## src/rtl/rst_seq_pkg.sv

```systemverilog
// Shared types and constants for the reset sequencer.
package rst_seq_pkg;

  typedef enum logic [1:0] {
    STRETCH = 2'd0,
    RELEASE = 2'd1,
    RUN     = 2'd2,
    HOLD    = 2'd3
  } rst_seq_state_e;

  localparam int unsigned CausePorIdx = 0;

endpackage

```

## src/rtl/rst_req_sync.sv

```systemverilog
// Two-flop synchroniser for asynchronous level reset requests.
module rst_req_sync #(
  parameter int unsigned Width = 1
) (
  input  logic             clk_i,
  input  logic             rst_ni,
  input  logic [Width-1:0] d_i,
  output logic [Width-1:0] q_o
);

  logic [Width-1:0] r_meta;
  logic [Width-1:0] r_sync;

  always_ff @(posedge clk_i or negedge rst_ni) begin
    if (!rst_ni) begin
      r_meta <= '0;
      r_sync <= '0;
    end else begin
      r_meta <= d_i;
      r_sync <= r_meta;
    end
  end

  assign q_o = r_sync;

endmodule

```

## src/rtl/rst_seq_ctrl.sv

```systemverilog
// Reset sequencer: merges reset requests, stretches reset, then releases
// domains one at a time in index order; keeps a sticky reset cause.
module rst_seq_ctrl
  import rst_seq_pkg::*;
#(
  parameter int unsigned NumDomains    = 3,
  parameter int unsigned NumReqs       = 3,
  parameter int unsigned StretchCycles = 16,
  parameter int unsigned GapCycles     = 4
) (
  input  logic                  clk_i,
  input  logic                  rst_ni,
  input  logic [NumReqs-1:0]    rst_req_i,
  input  logic                  cause_clr_i,
  output logic [NumDomains-1:0] dom_rst_no,
  output logic                  busy_o,
  output logic [NumReqs:0]      rst_cause_o
);

  localparam int unsigned CntMax = (StretchCycles > GapCycles) ? StretchCycles : GapCycles;
  localparam int unsigned CntW   = $clog2(CntMax + 1);
  localparam int unsigned IdxW   = (NumDomains > 1) ? $clog2(NumDomains) : 1;
  localparam int unsigned CauseW = NumReqs + 1;

  localparam logic [CntW-1:0] StretchLast = CntW'(StretchCycles - 1);
  localparam logic [CntW-1:0] GapLast     = CntW'(GapCycles - 1);
  localparam logic [IdxW-1:0] IdxLast     = IdxW'(NumDomains - 1);
  localparam logic [CauseW-1:0] CausePor  = CauseW'(1) << CausePorIdx;

  logic [NumReqs-1:0]    w_req_sync;
  logic                  w_req_any;
  logic [CauseW-1:0]     w_req_cause;

  rst_seq_state_e        r_state, w_state_d;
  logic [CntW-1:0]       r_cnt, w_cnt_d;
  logic [IdxW-1:0]       r_idx, w_idx_d;
  logic [NumDomains-1:0] r_dom, w_dom_d;
  logic [CauseW-1:0]     r_cause, w_cause_d;
  logic                  r_busy;

  rst_req_sync #(
    .Width (NumReqs)
  ) u_req_sync (
    .clk_i  (clk_i),
    .rst_ni (rst_ni),
    .d_i    (rst_req_i),
    .q_o    (w_req_sync)
  );

  assign w_req_any   = |w_req_sync;
  assign w_req_cause = {w_req_sync, 1'b0};

  always_comb begin
    w_state_d = r_state;
    w_cnt_d   = r_cnt;
    w_idx_d   = r_idx;
    w_dom_d   = r_dom;
    w_cause_d = r_cause;

    if (w_req_any) begin
      // A request pre-empts every state; a same-edge clear in RUN keeps only the new causes.
      w_state_d = HOLD;
      w_cnt_d   = '0;
      w_idx_d   = '0;
      w_dom_d   = '0;
      if (r_state == RUN && cause_clr_i) begin
        w_cause_d = w_req_cause;
      end else begin
        w_cause_d = r_cause | w_req_cause;
      end
    end else begin
      unique case (r_state)
        HOLD: begin
          w_state_d = STRETCH;
          w_cnt_d   = '0;
        end
        STRETCH: begin
          if (r_cnt == StretchLast) begin
            w_state_d  = RELEASE;
            w_cnt_d    = '0;
            w_idx_d    = '0;
            w_dom_d[0] = 1'b1;
          end else begin
            w_cnt_d = r_cnt + CntW'(1);
          end
        end
        RELEASE: begin
          if (r_cnt == GapLast) begin
            w_cnt_d = '0;
            if (r_idx == IdxLast) begin
              w_state_d = RUN;
            end else begin
              w_idx_d = r_idx + IdxW'(1);
              for (int unsigned d = 0; d < NumDomains; d++) begin
                if (d == 32'(r_idx) + 32'd1) begin
                  w_dom_d[d] = 1'b1;
                end
              end
            end
          end else begin
            w_cnt_d = r_cnt + CntW'(1);
          end
        end
        RUN: begin
          if (cause_clr_i) begin
            w_cause_d = '0;
          end
        end
        default: begin
          w_state_d = HOLD;
        end
      endcase
    end
  end

  always_ff @(posedge clk_i or negedge rst_ni) begin
    if (!rst_ni) begin
      r_state <= STRETCH;
      r_cnt   <= '0;
      r_idx   <= '0;
      r_dom   <= '0;
      r_cause <= CausePor;
      r_busy  <= 1'b1;
    end else begin
      r_state <= w_state_d;
      r_cnt   <= w_cnt_d;
      r_idx   <= w_idx_d;
      r_dom   <= w_dom_d;
      r_cause <= w_cause_d;
      r_busy  <= (w_state_d != RUN);
    end
  end

  assign dom_rst_no  = r_dom;
  assign busy_o      = r_busy;
  assign rst_cause_o = r_cause;

endmodule

```

## config.mk

```make
export PLATFORM = sky130hd
export DESIGN_NAME = rst_seq_ctrl
export DESIGN_NICKNAME = d
export VERILOG_FILES = /design/src/rtl/rst_seq_pkg.sv /design/src/rtl/rst_req_sync.sv /design/src/rtl/rst_seq_ctrl.sv
export SDC_FILE = /design/constraint.sdc
export NUM_CORES = 1
export LEC_CHECK = 0
export CAP_MARGIN = 20
export CORE_MARGIN = 4
export CORE_UTILIZATION = 47
export CTS_CLUSTER_SIZE = 8
export DETAILED_ROUTE_END_ITERATION = 10
export PLACE_DENSITY = 0.77
export SKIP_LAST_GASP = 1
export SLEW_MARGIN = 20
export SYNTH_ARGS = -nofsm -noshare
export SYNTH_HDL_FRONTEND = slang
export SYNTH_SLANG_ARGS = --single-unit
```

## constraint.sdc

```tcl
create_clock -name clk_i -period 1.8 [get_ports clk_i]
set_input_delay 0.36 -clock clk_i [delete_from_list [all_inputs] [get_ports clk_i]]
set_output_delay 0.36 -clock clk_i [all_outputs]
set_load 0.1 [all_outputs]
```

==> metrics.md, run 1 <==
| Metric | Value |
|---|---|
| Core Rows | 17 |
| Detail-routed via count per cell | approximately 5.5 |
| Main area contributors after synthesis | dfrtp_1, ha_1, dfstp_2 |
| Sequential area share after synthesis | 54.0% |
| Worst slew pin tran | about 0.60 ns |
| Placed cell count | 135 |
| Critical path buffers and inverters | 1 |
| Longest Clk Path Bufs | 2 |
| Arrival time worst endpoint | about 2.0 ns |
| Met2 wire length | 1110 um |
| CP Class | register to register |
| Top cell by count, worst path | ha_2 |
| Total CTS buffers | 3 |
| Root buf cell | clkbuf_4 |
| Design Area, Final | between 1000 and 1500 um2 |
| First-pass GRT wire length | between 3000 and 4000 um |
| Clock Latency Late Sink | 0.31 ns |
| Commonest non-fill, non-tap cell in the layout | dfrtp_1 |
| Antenna Nets Post-Route | 0 |
| Total chip power | approximately 0.85 mW |
| Highest Signal Layer | met3 |
| Synthesis-to-finish area growth | 30.6% |
| Vias in the first global route | slightly above 800 |
| Cell Chain, Critical Path | ha_2, nand3_1, inv_1, ha_2, and2b_1, or4bb_1, a31oi_1 |
| Crit-path max cell delay | ~0.47 ns |
| Initial core utilization | between 40% and 50% |
| IO Pins | 14 |
| CP required | ~2.0 ns |
| RSZ-0062 raised after global routing | true |
| Pre-antenna DRT Iters | 4 |
| Finish-stage setup viols | 0 |
| Syn nets | slightly above 100 |
| Part of the cycle the worst path needs | between 90% and 100% |
| Achievable Freq | 0.564 GHz |
| Most frequent cells in the layout | dfrtp_1, buf_12, buf_4, inv_1, nand2_1 |
| Number of enable flip-flop cells after synthesis | 0 |
| Setup crit start kind | register |
| Layout Utilization | 63.8% |
| Final min period | ~1.8 ns |
| Clock Skews | 0.00316 ns |
| Async S/R FF share, synth | 100% |
| Die height | approximately 56 um |
| Port buffer count | 13 |
| Vias | 766 |
| Post-Syn Area | about 1100 um2 |
| CP Depth | 7 |
| WL met1 | about 920 um |
| Hold Crit Class | register to register |
| Clock Pin Slew Worst Setup and Hold Paths | between 0.1 and 0.15 ns |
| Outcome | completed |
| Element type at the critical path end | register |
| Fin cells | 140 |
| PD cells | between 600 and 700 nW/um2 |
| Yosys warnings | 0 |
| Clock sinks | 23 |
| TNS Setup | 0 ns |
| Post-synth top flop | dfrtp_1 |
| Nets | between 100 and 150 |
| CTS tree | done |
| Largest area contributor in the netlist | dfrtp_1 |
| Hpwl dp | 1560 um |
| Fillers | 173 |
| Die X | 55.7 um |
| Worst-path maximum fanout | 4 |
| Layout cells sized above 1 | 27.7% |
| Routed length per instance | roughly 15 um |
| WL met3 | ~71 um |
| Die Area | a little over 3000 um2 |
| ANT cells | 0 |
| Final hold vios | 0 |
| Leakage power | around 0.56 nW |
| Hold bufs inserted after CTS | 0 |
| DRT iter0 DRCs | 3 |
| Final GP Congestion | 0.835 |
| Syn avg cell area | approximately 12 um2 |
| Max_cap viols | 0 |
| Placed cell area | 1350 um2 |
| Largest net degree at the start of global routing | 24 |
| Slowest cell on crit path | or4bb_1 |
| Cell count after synthesis | 91 |
| GRT overflow | 0 |
| Synth top area share | 49.1% |
| Total Routed Length | 2110 um |
| Core box area | between 2000 and 2500 um2 |
| Initial antenna violation count | 0 |
| Post-synthesis register bit count | 23 |
| VDD IR max | ~0.73 mV |
| DR DRC count | 0 |
| Post-synthesis cell type count | 34 |
| Max-slew violations | 0 |
| Htree depth | 1 |
| GRT Overall Usage | between 10% and 20% |
| Headroom to the max-slew limit | 59.9% |
| Worst reg2reg path depth | 7 |
| Crit path max-delay family | simple AND/OR/NAND/NOR gates |
| Worst Hold Depth | 0 |
==> state kept, by name (all words and copies together) (netlist names) <==
register           cells
u_req_sync.r_meta      3
u_req_sync.q_o         3
r_state                2
dom_rst_no             3
r_idx                  2
busy_o                 1
rst_cause_o            4
r_cnt                  5
==> synthesized netlist by cell type, types with 3 or more instances <==
cell type / count
a31oi_1: 4
nand3_1: 4
dfrtp_1: 21
a21o_1: 3
nor2_1: 4
ha_1: 6
a21oi_1: 5
inv_1: 6
nand2_1: 6
==> final timing paths <==
kind	slack [ns]	end	from
worst max-delay path	0.03	r_cnt[3]$_DFFE_PN0P_	r_cnt[0]$_DFFE_PN0P_
worst min-delay path	0.36	u_req_sync.q_o[0]$_DFF_PN0_	u_req_sync.r_meta[0]$_DFF_PN0_
worst max register to register	0.03	r_cnt[3]$_DFFE_PN0P_	r_cnt[0]$_DFFE_PN0P_
worst min register to register	0.36	u_req_sync.q_o[0]$_DFF_PN0_	u_req_sync.r_meta[0]$_DFF_PN0_
max in group asynchronous	1.13	busy_o$_DFF_PN1_	rst_ni
min in group asynchronous	0.38	r_cnt[3]$_DFFE_PN0P_	rst_ni
==> power by group <==
group / total, mW / leakage, nW / internal (mW) / switching [mW]
logic: 0.0697 / 0.266 / 0.0284 / 0.0413
registers: 0.540 / 0.277 / 0.528 / 0.0116
clock network: 0.240 / 0.0139 / 0.0847 / 0.155
==> through the flow <==
| stage | setup slack, ns | hold slack (ns) |
|---|---|---|
| finish | 0.0275 | 0.363 |
| global route | -0.0743 | 0.387 |
| CTS | 0.0117 | 0.367 |
| detailed placement | -0.0157 | 0.336 |
| global placement | 0.0633 | 0.335 |
| floorplan | 0.00529 | 0.0644 |
==> final cells by class <==
cell class / count / area, um2 / area share [%]
Timing Repair Buffer: 20 / 263 / 18.8
Inverter: 6 / 22.5 / 1.61
Sequential cell: 23 / 578 / 41.3
Tap cell: 28 / 35.0 / 2.50
Clock buffer: 3 / 22.5 / 1.61
Multi-Input combinational cell: 59 / 470 / 33.6
Clock inverter: 1 / 7.51 / 0.537
==> routing by layer <==
metal	global-route usage [%]	up-vias
met5	0	-
met4	1.04	0
met3	3.94	0
met2	28.5	12
met1	17.3	384
li1	-	370
==> worst reg2reg max path, cell delays in order (launching register included) <==
cell	delay [ns]
dfrtp_1	0.41
ha_2	0.19
nand3_1	0.08
inv_1	0.06
ha_2	0.18
and2b_1	0.19
or4bb_1	0.47
a31oi_1	0.13
==> kinds of logic after synthesis <==
group                      Yosys count  share of synthesized area, %
adders and majority gates            6                          7.01
DFF                                 23                          54.0
AOI/OAI and AO/OA                   20                          15.1
and+or+nand+nor                     31                          18.6
xor gates and xnor gates             1                         0.818
muxes                                1                         0.935
buffers and inverters                9                          3.62
==> timing repair <==
item / in CTS / in global routing
setup buffers: 1 / 0
setup endpoints to repair: 2 / 7
gates resized for setup: 2 / 3
No activity file was read; power rests on OpenSTA's default activity.
==> run 2, diff against run 1 <==
--- a/config.mk
+++ b/config.mk
@@ -10,8 +10,7 @@
 export CORE_UTILIZATION = 47
 export CTS_CLUSTER_SIZE = 8
 export DETAILED_ROUTE_END_ITERATION = 10
-export PLACE_DENSITY = 0.77
-export SKIP_LAST_GASP = 1
+export PLACE_DENSITY = 0.73
 export SLEW_MARGIN = 20
 export SYNTH_ARGS = -nofsm -noshare
 export SYNTH_HDL_FRONTEND = slang
==> run 2 against run 1 <==
Net effect:
- utilization up 2.2 points
- the run now ends with negative setup slack left
- wire length up 8.9%
- hold slack better by 0.0037 ns
- critical path type unchanged
- largest cell class unchanged
- critical endpoint unchanged
- final cell count up 3.6%
- worst setup slack worse by 0.042 ns
- clock skew down 0.0010 ns
- via count up 7.3%
- sequential power about the same
- count of clock-buffer cells in the layout unchanged
- fmax down 2.3%
- combinational power down 0.6%
==> metrics.md, run 2 (synthesis gave the netlist of run 1 again) <==
| Metric | Value |
|---|---|
| Hold bufs inserted after CTS | 0 (unchanged) |
| R2R Path Start | r_cnt[1]$_DFFE_PN0P_ |
| CP Class | register to register |
| Worst reg2reg path depth | 7 (unchanged) |
| Clock Skews | 0.00213 ns (-0.00103 ns) |
| DP Worst Slack | -0.0536 ns (-0.0379 ns) |
| RSZ-0062 raised after global routing | true |
| ANT cells | 0 (unchanged) |
| TNS Setup | -0.0148 ns (-0.0148 ns) |
| DRT iter0 DRCs | 10 (+7) |
| R2R Path End | r_cnt[3]$_DFFE_PN0P_ |
| Achievable Freq | 0.551 GHz (-2.3%) |
| Hold path start | u_req_sync.r_meta[2]$_DFF_PN0_ |
| Setup crit start kind | register |
| DR DRC count | 0 (unchanged) |
| CP required | 2.05 ns (about the same) |
| Die X | 55.7 um (unchanged) |
| Top reg by flops | r_cnt |
| Final GP Congestion | 0.822 (-1.5%) |
| Initial antenna violation count | 0 (unchanged) |
| Placed cell count | 134 (-0.74%) |
| Headroom to the max-slew limit | 64.2% (+4.3 points) |
| Worst Hold Depth | 0 (unchanged) |
| Fin worst setup slack | -0.0148 ns (-0.0423 ns) |
| Vias | 822 (+7.3%) |
| Initial core utilization | 48.9% (unchanged) |
| GRT Overall Usage | 16.6% (+1.6 points) |
| Fin Hold WS | 0.367 ns (+0.00371 ns) |
| Max-slew violations | 0 (unchanged) |
| Port buffer count | 13 (unchanged) |
| Antenna Nets Post-Route | 0 (unchanged) |
| Total Routed Length | 2290 um (+8.9%) |
| GRT overflow | 0 (unchanged) |
| Die height | 55.7 um (unchanged) |
| Die Area | 3110 um2 (unchanged) |
| Hold Crit Class | register to register |
| Finish-stage setup viols | 1 (+1) |
| Leakage power | 0.584 nW (+5.0%) |
| R2R Setup Slk | -0.01 ns (-0.04 ns) |
| First-pass GRT wire length | 4040 um (+6.9%) |
| Element type at the critical path end | register |
| Clock Latency Late Sink | 0.32 ns (about the same) |
| Layout cells sized above 1 | 32.5% (+4.8 points) |
| Clock sinks | 23 (unchanged) |
| Routed length per instance | 15.8 um (+5.1%) |
| Hpwl dp | 1560 um (+0.30%) |
| Htree depth | 1 (unchanged) |
| Failing checks | negative setup slack |
| Fin cells | 145 (+3.6%) |
| Highest Signal Layer | met4 |
| Outcome | finished, violations left |
| PD cells | 589 nW/um2 (-3.0%) |
| Detail-routed via count per cell | 5.67 (+3.6%) |
| Worst slew pin tran | 0.533 ns (-0.0657 ns) |
| Worst Hold Endpoint | u_req_sync.q_o[2]$_DFF_PN0_ |
| Clock Pin Slew Worst Setup and Hold Paths | 0.13 ns (about the same) |
| Total CTS buffers | 3 (unchanged) |
| Nets | 130 (+4.0%) |
| Part of the cycle the worst path needs | 101% (+2.3 points) |
| Commonest non-fill, non-tap cell in the layout | dfrtp_1 |
| VDD IR max | 0.581 mV (-20%) |
| Root buf cell | clkbuf_4 |
| Max_cap viols | 0 (unchanged) |
| CTS tree | done |
| IO Pins | 14 (unchanged) |
| Core box area | 2190 um2 (unchanged) |
| Max reg flops | 5 (unchanged) |
| Met2 wire length | 1200 um (+8.2%) |
| WL met3 | 83 um (+17%) |
| Vias in the first global route | 847 (+3.7%) |
| Arrival time worst endpoint | 2.06 ns (+0.05 ns) |
| WL met1 | 909 um (-1.4%) |
| Fillers | 161 (-6.9%) |
| Synthesis-to-finish area growth | 35.0% |
| Largest net degree at the start of global routing | 24 (unchanged) |
| Longest Clk Path Bufs | 2 (unchanged) |
| Core Rows | 17 (unchanged) |
| Pre-antenna DRT Iters | 4 (unchanged) |
| Most frequent cells in the layout | dfrtp_1, buf_4, buf_12, nand2_1 |
| Final hold vios | 0 (unchanged) |
| Worst-path maximum fanout | 3 (-1) |
| Final min period | 1.81 ns (+0.0423 ns) |
==> run 2: cell type report <==
class	count	area, um2	share of cell area, %
Sequential cell	23	578	40.0
Multi-Input combinational cell	59	483	33.4
Timing Repair Buffer	25	300	20.8
Tap cell	28	35.0	2.42
Clock buffer	3	22.5	1.56
Inverter	6	22.5	1.56
Clock inverter	1	5.00	0.346
==> run 2: power by group <==
group          switching [mW]  leakage [nW]  internal, mW  total (mW)
sequential             0.0119         0.277         0.528       0.540
combinational          0.0409         0.290        0.0284      0.0693
clock                   0.159        0.0177        0.0833       0.243
total                   0.212         0.584         0.640       0.852
==> run 2: metrics by stage <==
stage	area, um2	utilization (%)	total power, mW
after CTS	1420	64.9	0.864
after detailed placement	1340	61.1	0.619
after global routing	1450	66.0	0.892
final	1450	66.0	0.852
after floorplan	1070	-	0.580
after global placement	1340	61.1	0.617
==> run 2: how the worst max path moves through the flow <==
stage,startpoint,endpoint,depth (start not counted),slack (ns)
after global routing,r_cnt[1]$_DFFE_PN0P_,r_cnt[3]$_DFFE_PN0P_,7,-0.09
after floorplan,r_cnt[0]$_DFFE_PN0P_,r_cnt[3]$_DFFE_PN0P_,7,0.005
after CTS,r_cnt[1]$_DFFE_PN0P_,r_cnt[3]$_DFFE_PN0P_,7,-0.01
final,r_cnt[1]$_DFFE_PN0P_,r_cnt[3]$_DFFE_PN0P_,7,-0.01
after global placement,r_cnt[1]$_DFFE_PN0P_,r_cnt[3]$_DFFE_PN0P_,7,0.03
after detailed placement,r_cnt[1]$_DFFE_PN0P_,r_cnt[3]$_DFFE_PN0P_,7,-0.05
==> run 2: worst max-delay path: stages (launching register included) <==
cell and delay, ns:
dfrtp_1 0.41, ha_2 0.20, nand3_2 0.07, inv_2 0.05
ha_4 0.15, and2b_1 0.18, or4bb_1 0.51, a31oi_1 0.18
==> run 2: what timing repair did <==
| action | 4_1_cts | 5_1_grt |
|---|---|---|
| endpoints found under the hold margin | 0 | 0 |
| setup buffers | 5 | 3 |
| endpoints found under the setup margin | 2 | 7 |
| resized for setup | 5 | 2 |
| pin swaps | 3 | 3 |
==> run 2: per-layer routing <==
metal	global-route usage, %	vias to the layer above
met5	0	-
met4	11.1	0
met3	2.55	11
met2	27.7	29
met1	19.4	403
li1	-	379
